## src/rtl/barker_pkg.sv

```systemverilog
// rtl/barker_pkg.sv - shared constants, FSM encoding and helpers for the Barker frame arbiter
package barker_pkg;

    localparam logic [10:0] BARKER11        = 11'b11100010010;
    localparam int          TIMEOUT_DEFAULT = 16;

    typedef enum logic [1:0] {
        IDLE     = 2'd0,
        STREAM   = 2'd1,
        WAIT_RES = 2'd2,
        EMIT     = 2'd3
    } arb_state_t;

    function automatic int wrap_inc(input int value, input int modulus);
        return (value + 1 >= modulus) ? 0 : value + 1;
    endfunction

endpackage

```

## src/rtl/barker_frame_arbiter_if.sv

```systemverilog
// rtl/barker_frame_arbiter_if.sv - requester, correlator and result streams of the Barker frame arbiter
interface barker_frame_arbiter_if #(
    parameter int N_REQ = 4,
    parameter int ID_W  = (N_REQ > 1) ? $clog2(N_REQ) : 1
);

    logic [N_REQ-1:0] s_tdata;
    logic [N_REQ-1:0] s_tvalid;
    logic [N_REQ-1:0] s_tlast;
    logic [N_REQ-1:0] s_tready;

    logic             c_tdata;
    logic             c_tvalid;
    logic             c_tlast;
    logic             c_tready;

    logic             r_tuser;
    logic             r_tvalid;
    logic             r_tready;

    logic             o_tvalid;
    logic             o_match;
    logic             o_timeout;
    logic [ID_W-1:0]  o_id;
    logic             o_tready;

    // master: the arbiter itself; slave: requesters, correlator and result consumer
    modport master (
        input  s_tdata, s_tvalid, s_tlast,
        output s_tready,
        output c_tdata, c_tvalid, c_tlast,
        input  c_tready,
        input  r_tuser, r_tvalid,
        output r_tready,
        output o_tvalid, o_match, o_timeout, o_id,
        input  o_tready
    );

    modport slave (
        output s_tdata, s_tvalid, s_tlast,
        input  s_tready,
        input  c_tdata, c_tvalid, c_tlast,
        output c_tready,
        output r_tuser, r_tvalid,
        input  r_tready,
        input  o_tvalid, o_match, o_timeout, o_id,
        output o_tready
    );

endinterface

```

## src/rtl/rr_arbiter.sv

```systemverilog
// rtl/rr_arbiter.sv - combinational round-robin pick: first request at or after ptr, wrapping
module rr_arbiter #(
    parameter int N    = 4,
    parameter int ID_W = (N > 1) ? $clog2(N) : 1
) (
    input  logic [N-1:0]    req,
    input  logic [ID_W-1:0] ptr,
    output logic [N-1:0]    grant,
    output logic [ID_W-1:0] grant_idx
);

    // Descending scans leave the lowest qualifying index as the last write; the
    // second scan (indices at/after ptr) overrides the wrapped fallback.
    always_comb begin
        grant     = '0;
        grant_idx = '0;
        for (int i = N - 1; i >= 0; i--) begin
            if (req[i]) begin
                grant     = '0;
                grant[i]  = 1'b1;
                grant_idx = ID_W'(i);
            end
        end
        for (int i = N - 1; i >= 0; i--) begin
            if (req[i] && (i >= int'(ptr))) begin
                grant     = '0;
                grant[i]  = 1'b1;
                grant_idx = ID_W'(i);
            end
        end
    end

endmodule

```

## src/rtl/barker_frame_arbiter.sv

```systemverilog
// rtl/barker_frame_arbiter.sv - round-robin arbiter feeding bit-serial frames to a Barker correlator and tagging results
module barker_frame_arbiter
    import barker_pkg::*;
#(
    parameter int N_REQ   = 4,
    parameter int TIMEOUT = TIMEOUT_DEFAULT,
    parameter int ID_W    = (N_REQ > 1) ? $clog2(N_REQ) : 1
) (
    input  logic                   i_clk,
    input  logic                   i_rst_n,
    barker_frame_arbiter_if.master bus
);

    localparam int CNT_W = $clog2(TIMEOUT) + 1;

    arb_state_t       state;
    arb_state_t       state_next;
    logic [ID_W-1:0]  gnt;
    logic [N_REQ-1:0] gnt_onehot;
    logic [ID_W-1:0]  rr_ptr;
    logic [ID_W-1:0]  pick_idx;
    logic [N_REQ-1:0] pick_onehot;
    logic [CNT_W-1:0] wait_cnt;
    logic             res_match;
    logic             res_timeout;
    logic             any_req;
    logic             last_accepted;
    logic             wait_expired;

    rr_arbiter #(
        .N    (N_REQ),
        .ID_W (ID_W)
    ) u_rr_arbiter (
        .req       (bus.s_tvalid),
        .ptr       (rr_ptr),
        .grant     (pick_onehot),
        .grant_idx (pick_idx)
    );

    assign any_req       = |bus.s_tvalid;
    assign last_accepted = bus.s_tvalid[gnt] & bus.c_tready & bus.s_tlast[gnt];
    assign wait_expired  = (wait_cnt == CNT_W'(TIMEOUT - 1));

    always_ff @(posedge i_clk) begin
        if (!i_rst_n) begin
            state <= IDLE;
        end else begin
            state <= state_next;
        end
    end

    always_comb begin
        state_next = state;
        case (state)
            IDLE:     if (any_req)                        state_next = STREAM;
            STREAM:   if (last_accepted)                  state_next = WAIT_RES;
            WAIT_RES: if (bus.r_tvalid || wait_expired)   state_next = EMIT;
            EMIT:     if (bus.o_tready)                   state_next = IDLE;
            default:                                      state_next = IDLE;
        endcase
    end

    // Grant, round-robin pointer, response timer and latched result.
    always_ff @(posedge i_clk) begin
        if (!i_rst_n) begin
            gnt         <= '0;
            gnt_onehot  <= '0;
            rr_ptr      <= '0;
            wait_cnt    <= '0;
            res_match   <= 1'b0;
            res_timeout <= 1'b0;
        end else begin
            case (state)
                IDLE: begin
                    if (any_req) begin
                        gnt        <= pick_idx;
                        gnt_onehot <= pick_onehot;
                    end
                end
                STREAM: begin
                    if (last_accepted) begin
                        rr_ptr   <= ID_W'(wrap_inc(int'(gnt), N_REQ));
                        wait_cnt <= '0;
                    end
                end
                WAIT_RES: begin
                    // A result arriving on the final counted cycle still beats the timeout.
                    if (bus.r_tvalid) begin
                        res_match   <= bus.r_tuser;
                        res_timeout <= 1'b0;
                    end else if (wait_expired) begin
                        res_match   <= 1'b0;
                        res_timeout <= 1'b1;
                    end else begin
                        wait_cnt <= wait_cnt + CNT_W'(1);
                    end
                end
                default: ;
            endcase
        end
    end

    always_comb begin
        bus.s_tready  = '0;
        bus.c_tdata   = 1'b0;
        bus.c_tvalid  = 1'b0;
        bus.c_tlast   = 1'b0;
        bus.r_tready  = 1'b0;
        bus.o_tvalid  = 1'b0;
        bus.o_match   = 1'b0;
        bus.o_timeout = 1'b0;
        bus.o_id      = '0;
        case (state)
            STREAM: begin
                bus.s_tready = gnt_onehot & {N_REQ{bus.c_tready}};
                bus.c_tdata  = bus.s_tdata[gnt];
                bus.c_tvalid = bus.s_tvalid[gnt];
                bus.c_tlast  = bus.s_tlast[gnt];
                bus.r_tready = 1'b1;
            end
            WAIT_RES: begin
                bus.r_tready = 1'b1;
            end
            EMIT: begin
                bus.o_tvalid  = 1'b1;
                bus.o_match   = res_match;
                bus.o_timeout = res_timeout;
                bus.o_id      = gnt;
            end
            default: ;
        endcase
    end

endmodule

```

## src/flat_wrapper.sv

```systemverilog
// flat-port wrapper written by rule: the top's interface ports become plain ports
module barker_frame_arbiter_flat import barker_pkg::*;
#(
    parameter int N_REQ   = 4,
    parameter int TIMEOUT = TIMEOUT_DEFAULT,
    parameter int ID_W    = (N_REQ > 1) ? $clog2(N_REQ) : 1
)
  (i_clk, i_rst_n, bus_s_tdata, bus_s_tvalid, bus_s_tlast, bus_s_tready, bus_c_tdata, bus_c_tvalid, bus_c_tlast, bus_c_tready, bus_r_tuser, bus_r_tvalid, bus_r_tready, bus_o_tvalid, bus_o_match, bus_o_timeout, bus_o_id, bus_o_tready);
  barker_frame_arbiter_if #(.N_REQ(N_REQ), .ID_W(ID_W)) bus_i ();
  input  logic i_clk;
  input  logic i_rst_n;
  input wire logic [$bits(bus_i.s_tdata)-1:0] bus_s_tdata;
  input wire logic [$bits(bus_i.s_tvalid)-1:0] bus_s_tvalid;
  input wire logic [$bits(bus_i.s_tlast)-1:0] bus_s_tlast;
  output wire logic [$bits(bus_i.s_tready)-1:0] bus_s_tready;
  output wire logic [$bits(bus_i.c_tdata)-1:0] bus_c_tdata;
  output wire logic [$bits(bus_i.c_tvalid)-1:0] bus_c_tvalid;
  output wire logic [$bits(bus_i.c_tlast)-1:0] bus_c_tlast;
  input wire logic [$bits(bus_i.c_tready)-1:0] bus_c_tready;
  input wire logic [$bits(bus_i.r_tuser)-1:0] bus_r_tuser;
  input wire logic [$bits(bus_i.r_tvalid)-1:0] bus_r_tvalid;
  output wire logic [$bits(bus_i.r_tready)-1:0] bus_r_tready;
  output wire logic [$bits(bus_i.o_tvalid)-1:0] bus_o_tvalid;
  output wire logic [$bits(bus_i.o_match)-1:0] bus_o_match;
  output wire logic [$bits(bus_i.o_timeout)-1:0] bus_o_timeout;
  output wire logic [$bits(bus_i.o_id)-1:0] bus_o_id;
  input wire logic [$bits(bus_i.o_tready)-1:0] bus_o_tready;
  assign bus_i.s_tdata = bus_s_tdata;
  assign bus_i.s_tvalid = bus_s_tvalid;
  assign bus_i.s_tlast = bus_s_tlast;
  assign bus_s_tready = bus_i.s_tready;
  assign bus_c_tdata = bus_i.c_tdata;
  assign bus_c_tvalid = bus_i.c_tvalid;
  assign bus_c_tlast = bus_i.c_tlast;
  assign bus_i.c_tready = bus_c_tready;
  assign bus_i.r_tuser = bus_r_tuser;
  assign bus_i.r_tvalid = bus_r_tvalid;
  assign bus_r_tready = bus_i.r_tready;
  assign bus_o_tvalid = bus_i.o_tvalid;
  assign bus_o_match = bus_i.o_match;
  assign bus_o_timeout = bus_i.o_timeout;
  assign bus_o_id = bus_i.o_id;
  assign bus_i.o_tready = bus_o_tready;
  barker_frame_arbiter #(.N_REQ(N_REQ), .TIMEOUT(TIMEOUT), .ID_W(ID_W)) u_core (.i_clk(i_clk), .i_rst_n(i_rst_n), .bus(bus_i));
endmodule
```

## config.mk

```make
export PLATFORM = sky130hd
export DESIGN_NAME = barker_frame_arbiter_flat
export DESIGN_NICKNAME = d
export VERILOG_FILES = /design/src/rtl/barker_pkg.sv /design/src/rtl/barker_frame_arbiter_if.sv /design/src/rtl/rr_arbiter.sv /design/src/rtl/barker_frame_arbiter.sv /design/src/flat_wrapper.sv
export SDC_FILE = /design/constraint.sdc
export NUM_CORES = 1
export LEC_CHECK = 0
export CAP_MARGIN = 25
export CORE_MARGIN = 2
export CORE_UTILIZATION = 50
export CTS_CLUSTER_SIZE = 10
export DETAILED_ROUTE_END_ITERATION = 10
export PLACE_DENSITY = 0.94
export SYNTH_ARGS = -nofsm -noshare
export SYNTH_HDL_FRONTEND = slang
export SYNTH_SLANG_ARGS = --single-unit
export TNS_END_PERCENT = 30
```

## constraint.sdc

```tcl
create_clock -name i_clk -period 3.9 [get_ports i_clk]
set_input_delay 0.78 -clock i_clk [delete_from_list [all_inputs] [get_ports i_clk]]
set_output_delay 0.78 -clock i_clk [all_outputs]
set_load 0.01 [all_outputs]
```

==> results.txt <==
----------------------------------------------------
[Routing]
  Total wirelength of the detailed-routed design ... 2.83 mm
  Vias ... 1142
  Routed wirelength normalized by instance count ... ~15 microns
  Count of unresolved DRC violations after routing ... 0
  Number of iterations in the first detailed-routing pass ... 4
  Initial DRC count ... between 50 and 60
  Average via count per standard cell ... about 6.0
  Post-detailed-route count of antenna-violating nets ... 0

[Yosys]
  Flip-flop and latch count after synthesis ... 17
  Cell type contributing the most total cell area after synthesis ... sky130_fd_sc_hd__dfxtp_1
  Net Count, Synth ... between 150 and 200
  Synthesized instance count ... between 100 and 150
  Share of the synthesized area in the top cell type ... 0.304
  Leading cell types by count after synthesis ... sky130_fd_sc_hd__dfxtp_1 (17), sky130_fd_sc_hd__a21oi_1 (15), sky130_fd_sc_hd__nand2_1 (13), sky130_fd_sc_hd__inv_1 (9), sky130_fd_sc_hd__nor2_1 (9)
  Synth area leaders ... sky130_fd_sc_hd__dfxtp_1 (30%), sky130_fd_sc_hd__ha_1 (7.8%), sky130_fd_sc_hd__a21oi_1 (6.7%)
  Mean Syn Cell Area ... around 8.1 sq um
  Most frequent cell after synthesis ... sky130_fd_sc_hd__dfxtp_1
  Unique cell type count in the Yosys netlist ... 41
  Synthesis warning total ... 0
  Sequential-to-total area share from yosys stat ... 0.304
  Share of synthesized registers carrying an async set or reset ... 0
  Primary FF master, synth ... sky130_fd_sc_hd__dfxtp_1
  Number of flops mapped to enable cells by yosys ... 0
  Syn Std Cell Area ... 1120 sq um

[Global routing]
  M2 GR Usage ... 0.385
  GRT Util Overall ... 0.219
  Initial antenna violation count ... 0
  Vias in the first global route ... between 1000 and 1500
  First-pass GRT wire length ... between 4 and 5 mm
  GR Layer Usage met3 ... 0.0380
  Overflow left after global routing ... 0
  Busiest layer in global routing ... met2
  Met1 Use GR ... 0.248
  Maximum number of pins on one net before global-route repair ... 16

[Worst setup path]
  Required time reported for the critical path endpoint ... 3120 ps
  Critical R2R Capture ... u_core.wait_cnt[3]
  Maximum cell stage delay along the critical path ... between 500 and 600 ps
  CP endpoint kind ... primary output
  Worst R2R Setup Slack ... between 1500 and 2000 ps
  Largest fanout on the critical path ... 10
  Type of the worst setup path ... in -> out
  Worst path arrival time ... about 2600 ps
  Beginning of the worst register-to-register path ... u_core.wait_cnt[0]
  Crit-path most repeated cell ... sky130_fd_sc_hd__clkdlybuf4s50_1
  Standard cell with the maximum stage delay on the critical path ... sky130_fd_sc_hd__clkdlybuf4s50_1
  Crit-path cells ... clkdlybuf4s50_1 -> mux4_2 -> and2_1 -> clkdlybuf4s50_1
  Startpoint kind of the worst setup timing path ... primary input
  Number of cells on the worst reg-to-reg path ... 7

[Placement]
  Number of buffers added on ports ... 30
  Placement-stage worst setup slack ... around 560 ps
  Routability congestion estimate ... slightly above 0.8
  Final HPWL DP ... 2.08 mm

[Power and ir drop]
  Max IR drop VDD ... 0.348 mV
  Share of total power in sequential cells ... 0.343
  Cell leakage power ... around 0.56 nW
  Clk network pwr share ... 0.155
  Switching power summed over all nets ... ~260 uW
  Total power density per cell area ... ~440 nW/um^2
  Share of total power consumed by net switching ... 0.407
  Portion of total power attributed to combinational logic ... 0.502
  Internal power ... 380 uW

[Timing]
  Portion of the clock cycle consumed by the worst path in the final layout ... 0.855
  Max-Slew Margin vs Limit ... 0.664
  Transition time at the pin with the least slew margin ... 498 ps
  Peak clock frequency supported by timing ... 0.300 GHz
  Slew Viols, Final ... 0
  Min setup slack post-route ... about 560 ps
  Minimum period implied by the final worst setup slack ... 3340 ps
  Final setup skew ... ~1.9 ps
  RSZ-0062 raised after global routing ... false
  Number of failing hold endpoints at the final stage ... 0
  Total of endpoints with negative setup slack in the final report ... 0
  Worst hold-check slack ... approximately 460 ps
  Post-Route Setup TNS ... 0 ps

[Cells and area]
  Area growth syn-to-layout ... 28.8%
  Net count, final ... around 190
  Filler cell count in the final layout ... 184
  Layout cells sized above 1 ... 0.0429
  Number of inserted diodes ... 0

[Clock tree]
  Clock tree from TritonCTS ... built
  Clk Latency, worst-skew pair ... ~300 ps
  Post-CTS Hold Fix Bufs ... 0
  Clock tree buffer depth ... 2
  Clock transition time at the flip-flop clock pins of the worst setup and hold paths ... about 100 ps
  Maximum level of the CTS H-tree ... 1
  Setup repair bufs after CTS ... 0
  Clock sink count ... 17
  # resized after CTS ... 0
  Clock buffers created by TritonCTS ... 3
  CTS Root Cell ... sky130_fd_sc_hd__clkbuf_4

[Die]
  Std-Cell Core Area ... between 2000 and 2500 sq um
  Vert. Die Dim ... 51.3 microns
  Initial standard-cell utilization of the core ... 0.516
  Horizontal die dimension ... just over 50 microns
  Top Ports ... 31
  FP Rows ... 17
  Total Die Area ... between 2000 and 3000 sq um

[Worst hold path]
  Min-Delay Endpoint ... u_core.gnt_onehot[0]
  Min-Delay Path Class ... reg -> reg
  Hold Crit Depth ... 2
  Source of the worst hold timing path ... u_core.gnt_onehot[0]

[Flow run]
  Max Cap Viol ... 0

[Run status]
  Run status ... finished, final reports clean

----------------------------------------------------
## how the worst max path moves through the flow
stage                         start  slack, ps  cells after the start           end
floorplan           bus_s_tvalid[3]       1500                      3  bus_c_tvalid
global placement    bus_s_tvalid[0]        620                      4  bus_c_tvalid
detailed placement  bus_s_tvalid[0]        560                      4  bus_c_tvalid
CTS                 bus_s_tvalid[0]        570                      4  bus_c_tvalid
global route        bus_s_tvalid[0]        490                      4  bus_c_tvalid
finish              bus_s_tvalid[0]        560                      4  bus_c_tvalid
## cell families after synthesis
kind of cell / after synthesis / synth area share
multiplexers: 4 / 0.0726
AND/OR/NAND/NOR: 52 / 0.245
buffers and inverters: 18 / 0.0648
AO/OA/AOI/OAI: 40 / 0.236
adder cells (fa/ha/maj): 7 / 0.0782
flip-flops: 17 / 0.304
## registers in the layout, summed over array words and instances, names as in the netlist
signal,cells
u_core.res_match,1
u_core.gnt_onehot,4
u_core.state,2
u_core.wait_cnt,5
u_core.res_timeout,1
u_core.rr_ptr,2
u_core.gnt,2
## stage by stage
step | power (mW) | instance area (sq um) | utilization | instances
after CTS | 0.637 | 1440 | 0.665 | 191
after detailed placement | 0.538 | 1420 | 0.653 | 187
after floorplan | 0.433 | 1120 | - | 138
after global routing | 0.681 | 1440 | 0.665 | 191
after global placement | 0.521 | 1420 | 0.653 | 187
final | 0.641 | 1440 | 0.665 | 191
## area by class of cell
| type | count | area, sq um | area share |
|---|---|---|---|
| Clock buffer | 4 | 26.3 | 0.0182 |
| Inverter | 9 | 33.8 | 0.0234 |
| Multi-Input combinational cell | 103 | 707 | 0.490 |
| Sequential cell | 17 | 340 | 0.236 |
| Tap cell | 28 | 35.0 | 0.0243 |
| Timing Repair Buffer | 30 | 300 | 0.208 |
## power by group through the flow
| stage | clock (mW) | sequential, mW | combinational (mW) |
|---|---|---|---|
| 6_report | 0.0994 | 0.220 | 0.322 |
| 5_1_grt | 0.108 | 0.223 | 0.350 |
| 4_1_cts | 0.0996 | 0.219 | 0.319 |
| 3_5_place_dp | 0 | 0.223 | 0.315 |
| 3_3_place_gp | 0 | 0.220 | 0.301 |
| 2_1_floorplan | 0 | 0.216 | 0.217 |
## placed cells by master, fill, tap and decap left out, types with 2 or more instances in the layout
| master | count |
|---|---|
| sky130_fd_sc_hd__o21ai_0 | 5 |
| sky130_fd_sc_hd__nor2_1 | 9 |
| sky130_fd_sc_hd__dfxtp_1 | 17 |
| sky130_fd_sc_hd__o22ai_1 | 3 |
| sky130_fd_sc_hd__ha_1 | 7 |
| sky130_fd_sc_hd__nand4_1 | 2 |
| sky130_fd_sc_hd__a211oi_1 | 2 |
| sky130_fd_sc_hd__o21ai_1 | 2 |
| sky130_fd_sc_hd__nor2b_1 | 3 |
| sky130_fd_sc_hd__clkbuf_4 | 3 |
| sky130_fd_sc_hd__clkdlybuf4s50_1 | 30 |
| sky130_fd_sc_hd__nand2_1 | 13 |
| sky130_fd_sc_hd__mux4_2 | 2 |
| sky130_fd_sc_hd__nand2b_1 | 2 |
| sky130_fd_sc_hd__a21oi_1 | 15 |
| sky130_fd_sc_hd__inv_1 | 9 |
| sky130_fd_sc_hd__nand3_1 | 4 |
| sky130_fd_sc_hd__and3_1 | 5 |
| sky130_fd_sc_hd__and2_1 | 7 |
## per-layer routing
metal,part of all wire,vias to the layer above
li1,-,550
met4,0.025,0
met2,0.48,70
met1,0.41,513
met3,0.085,9
met5,0,-
## critical path: cells and delay by family
| kind | cells | cell delay (ps) |
|---|---|---|
| buffers and inverters | 2 | 1030 |
| muxes | 1 | 560 |
| and+or+nand+nor | 1 | 180 |
No activity file was read; power rests on OpenSTA's default activity.
